==> src/rtl/adc_avg_sequencer.sv <==
// adc_avg_sequencer: fires 2^AVG_LOG2 SAR conversions per start request,
// accumulates the results and presents one averaged code on valid/ready.
// The self-timed ADC done flag is synchronised into clk before use.
//
// Build option: define ADC_AVG_ROUND_EN for round-half-up averaging;
// without it the average is truncated.
//
// state  | meaning
// -------+---------------------------------------------------------------
// S_IDLE | waiting for start; busy low
// S_FIRE | one-cycle st_conv pulse, timer reloaded
// S_WAIT | timer running, waiting for a done rising edge
// S_OUT  | averaged code presented until avg_ready handshake
module adc_avg_sequencer #(
  parameter int DATA_W   = 12,
  parameter int AVG_LOG2 = 2,
  parameter int TIMEOUT  = 255
) (
  input  logic              clk,
  input  logic              rst,
  input  logic              start,
  output logic              busy,
  output logic              st_conv,
  input  logic              adc_done,
  input  logic [DATA_W-1:0] result,
  output logic [DATA_W-1:0] avg_out,
  output logic              avg_valid,
  input  logic              avg_ready,
  output logic [AVG_LOG2:0] sample_cnt,
  output logic              timeout_err
);

  localparam int ACC_W = DATA_W + AVG_LOG2;
  localparam logic [AVG_LOG2:0] N_SAMPLES = (AVG_LOG2 + 1)'(1 << AVG_LOG2);
  // Down-counter load value: terminal count 0 is reached after TIMEOUT WAIT cycles.
  localparam logic [15:0] TIMER_LOAD = 16'(TIMEOUT - 1);

  typedef enum logic [1:0] {
    S_IDLE,
    S_FIRE,
    S_WAIT,
    S_OUT
  } state_t;

  state_t            state;
  state_t            state_next;
  logic              done_s1;
  logic              done_s2;
  logic              done_s3;
  logic              done_rise;
  logic [15:0]       timer;
  logic              timer_tc;
  logic [ACC_W-1:0]  acc;
  logic [ACC_W-1:0]  acc_sum;
  logic              last_sample;
  logic [DATA_W-1:0] avg_next;

  assign done_rise   = done_s2 & ~done_s3;
  assign timer_tc    = (timer == '0);
  assign acc_sum     = acc + ACC_W'(result);
  assign last_sample = ((sample_cnt + 1'b1) == N_SAMPLES);
  assign busy        = (state != S_IDLE);
  assign avg_valid   = (state == S_OUT);

`ifdef ADC_AVG_ROUND_EN
  localparam logic [ACC_W:0] ROUND_ADD = (ACC_W + 1)'((1 << AVG_LOG2) >> 1);
  logic [ACC_W:0] rounded;
  logic           unused_round;
  // Extra headroom bit keeps the rounding add exact; it is never set in practice.
  assign rounded      = {1'b0, acc_sum} + ROUND_ADD;
  assign avg_next     = rounded[AVG_LOG2 +: DATA_W];
  assign unused_round = ^rounded;
`else
  assign avg_next = acc_sum[AVG_LOG2 +: DATA_W];
`endif

  // Two-flop synchroniser plus one edge-detect flop on the ADC done flag.
  always_ff @(posedge clk or posedge rst) begin
    if (rst) begin
      done_s1 <= 1'b0;
      done_s2 <= 1'b0;
      done_s3 <= 1'b0;
    end else begin
      done_s1 <= adc_done;
      done_s2 <= done_s1;
      done_s3 <= done_s2;
    end
  end

  // State register.
  always_ff @(posedge clk or posedge rst) begin
    if (rst) state <= S_IDLE;
    else     state <= state_next;
  end

  // Next-state decode; a done edge takes priority over the timeout.
  always_comb begin
    state_next = state;
    case (state)
      S_IDLE: if (start) state_next = S_FIRE;
      S_FIRE: state_next = S_WAIT;
      S_WAIT: begin
        if (done_rise) state_next = last_sample ? S_OUT : S_FIRE;
        else if (timer_tc) state_next = S_IDLE;
      end
      S_OUT: if (avg_ready) state_next = S_IDLE;
      default: state_next = S_IDLE;
    endcase
  end

  // Registered conversion strobe, high for the single FIRE cycle.
  always_ff @(posedge clk or posedge rst) begin
    if (rst) st_conv <= 1'b0;
    else     st_conv <= (state_next == S_FIRE);
  end

  // Timer, accumulator, sample count, average and timeout flag.
  always_ff @(posedge clk or posedge rst) begin
    if (rst) begin
      timer       <= '0;
      acc         <= '0;
      sample_cnt  <= '0;
      avg_out     <= '0;
      timeout_err <= 1'b0;
    end else begin
      case (state)
        S_IDLE: begin
          if (start) begin
            acc         <= '0;
            sample_cnt  <= '0;
            timeout_err <= 1'b0;
          end
        end
        S_FIRE: timer <= TIMER_LOAD;
        S_WAIT: begin
          if (done_rise) begin
            acc        <= acc_sum;
            sample_cnt <= sample_cnt + 1'b1;
            if (last_sample) avg_out <= avg_next;
          end else if (timer_tc) begin
            timeout_err <= 1'b1;
            acc         <= '0;
          end else begin
            timer <= timer - 1'b1;
          end
        end
        default: ;
      endcase
    end
  end

endmodule

==> config.mk <==
export PLATFORM = sky130hd
export DESIGN_NAME = adc_avg_sequencer
export DESIGN_NICKNAME = d
export VERILOG_FILES = /design/src/rtl/adc_avg_sequencer.sv
export SDC_FILE = /design/constraint.sdc
export NUM_CORES = 1
export LEC_CHECK = 0
export ABC_AREA = 0
export BUFFER_PORTS_ARGS = -buffer_cell sky130_fd_sc_hd__buf_2
export CAP_MARGIN = 0
export CORE_UTILIZATION = 35
export DETAILED_ROUTE_END_ITERATION = 12
export SYNTH_ARGS = -nofsm -noshare
export SYNTH_HDL_FRONTEND = slang
export SYNTH_SLANG_ARGS = --single-unit
==> constraint.sdc <==
create_clock -name clk -period 2.66 [get_ports clk]
set_input_delay 0.532 -clock clk [delete_from_list [all_inputs] [get_ports clk]]
set_output_delay 0.532 -clock clk [all_outputs]
set_load 0.01 [all_outputs]
==> run metrics <==
RSZ-0062 raised after global routing false; Worst-path clk slew 0.10 ns; Area growth, synth to finish 15.2%; R2R depth 8; total gr overflow 0; Tightest Hold Check Type in -> async; critical path type reg -> reg; startpoint types register; WL/cell 14.2 um; Fmax 421 MHz; Cell Rows 33; Post-synth EDFFs 0; Tmin final 2.38 ns; Reg-to-Reg End acc[12]$_DFFE_PP0P_; fraction of layout cells with a size suffix above 1 0.214; post-route ant nets 0; clock latency at the later pin of the worst-skew pair 0.31 ns; Num CTS Buffers 5; Worst EP required 2.89 ns; initial core utilization 0.359; crit path to acc[12]$_DFFE_PP0P_; Post-route DRC 0; CP Data Arrival Time 2.61 ns; drt pass-1 iters 6; CP endpoint kind register; initial antenna violation count 0; post-cts hold buffer count 0; post-synthesis instance area 2930 um^2; Iter 0 DRT Violations 106; cells after synthesis 296; die height 93.5 um; Clock Tree Root clkbuf_8; Final Skew 0.00893 ns; vias in the first global route 2223; Seq cells post-synth 52; crit path max fanout 3; # resized after CTS 0; routed wire length 6290 um; slew at the pin with the worst max-slew slack 0.827 ns; Total Die Area 8750 um^2; Die X 93.5 um; Final Hold Viols 0; Final period util 0.894; Async S/R FF share, synth 1.00; met1 WL 3290 um; Top Layer Used met4; Main synth FF type dfrtp_1; Pins Over Slew Limit 0; # IOs 36; worst reg2reg startpoint acc[0]$_DFFE_PP0P_; Vias 2294; status complete, no violations; Port Buffer Count 35; Ys Warns 0; largest net degree at the start of global routing 29; WL met3 217 um; hold slack 0.282 ns; Post-CTS Setup Inserts 0; Antenna diodes 0; syn_area_per_cell 9.90 um^2; clk sink count 52; DP HPWL 4640 um; post-synthesis sequential area ratio 0.444; Syn Nets 329; Final Wtd Congestion 0.835; CP Launch Point acc[0]$_DFFE_PP0P_; worst vdd ir 0.249 mV; metal2 WL 2730 um; Leak Pwr 1.56 nW; clock tree from TritonCTS built; CTS HTree Levels 2; GRT Total Usage 0.154; max-cap violation count 0; Clock Tree Buf Depth 2; Worst slew margin 0.449; vias per cell 5.19; setup TNS 0 ns; Unique masters post-synth 51; Layout Nets 369; total core area 8180 um^2; first-pass GRT wire length 10700 um; Power Dens Cells 945 nW/um^2; Setup-failing EPs final 0; worst reg-to-reg setup slack 0.28 ns
[worst max-delay path, cell delays in order (launching register included)]
cell      delay (ns)
dfrtp_1         0.39
ha_1            0.22
fa_1            0.43
a211oi_1        0.37
o211ai_1        0.15
nand2_1         0.11
o21ai_0         0.17
or2_2           0.31
a31oi_1         0.16
[layout make-up]
class                   count  area (um^2)
clock buffers               7         96.3
multi-input cells         224         1540
well taps                 105          131
clock inverters             1         30.0
repair buffers             44          243
flip-flops and latches     52         1300
inverters                   9         33.8
fillers                   846         4800
[kinds of logic (layout without fill, tap and decap cells)]
kind of cell               Yosys count  after routing  synth area share
buffers and inverters               20             61            0.0303
and+or+nand+nor                    102            102             0.185
DFF                                 52             52             0.444
muxes                               12             12            0.0448
xor gates and xnor gates            22             22            0.0657
AOI/OAI and AO/OA                   72             72             0.159
adders and majority gates           16             16            0.0708
[synth_stat cells (all sizes together) (7+ instances only)]
library cell | instances | area share
inv | 9 | 0.012
nor3 | 10 | 0.019
o21ai | 15 | 0.026
a22o | 11 | 0.033
nor2 | 19 | 0.024
nand3 | 14 | 0.024
dfrtp | 52 | 0.44
clkbuf | 7 | 0.0090
a21oi | 22 | 0.039
xnor2 | 13 | 0.039
mux2 | 9 | 0.035
a21o | 8 | 0.020
nand2 | 27 | 0.035
xor2 | 9 | 0.027
ha | 15 | 0.064
[how the worst min path moves through the flow]
stage                       from                        end  slack [ns]  depth (start not counted)
2_1_floorplan  done_s1$_DFF_PP0_          done_s2$_DFF_PP0_        0.33                          0
3_3_place_gp   done_s1$_DFF_PP0_          done_s2$_DFF_PP0_        0.33                          0
3_5_place_dp   done_s1$_DFF_PP0_          done_s2$_DFF_PP0_        0.34                          0
4_1_cts                      rst  sample_cnt[1]$_DFFE_PP0P_        0.30                          2
5_1_grt                 adc_done          done_s1$_DFF_PP0_        0.32                          1
6_report                     rst  sample_cnt[1]$_DFFE_PP0P_        0.28                          2
[routing by layer]
layer,global-route usage,vias to the layer above
met4,0.0308,0
met3,0.0285,4
li1,-,1140
met2,0.238,40
met5,0,-
met1,0.225,1110
[flip-flops by register name, summed over array words and instances, names as in the netlist]
signal / count
st_conv: 1
timer: 16
timeout_err: 1
done_s3: 1
sample_cnt: 3
acc: 14
avg_out: 12
done_s1: 1
state: 2
done_s2: 1
[cells in the final DEF (no fill, tap or decap), types with 11 or more instances in the layout]
cell / n
nand2_1: 27
dfrtp_1: 52
o21ai_0: 15
ha_1: 15
a22o_1: 11
buf_2: 35
nor2_1: 19
a21oi_1: 21
nand3_1: 14
xnor2_1: 13
[power breakdown]
| group | switching [W] | leakage (nW) | total (W) | internal [W] |
|---|---|---|---|---|
| clock | 0.000270 | 0.0645 | 0.000602 | 0.000332 |
| combinational | 0.000745 | 0.865 | 0.00136 | 0.000613 |
| sequential | 0.000204 | 0.635 | 0.00123 | 0.00103 |
| total | 0.00122 | 1.56 | 0.00319 | 0.00197 |
[stage by stage]
stage	util	instance area (um^2)	std cells	setup WS [ns]	total power [W]
final	0.413	3380	442	0.283	0.00319
after detailed placement	0.398	3250	434	0.0400	0.00260
after CTS	0.413	3380	442	0.271	0.00322
after global placement	0.398	3250	434	0.0948	0.00258
after floorplan	-	2930	296	0.319	0.00222
after global routing	0.413	3380	442	0.0918	0.00345
Power figures use the tool's default switching activity.
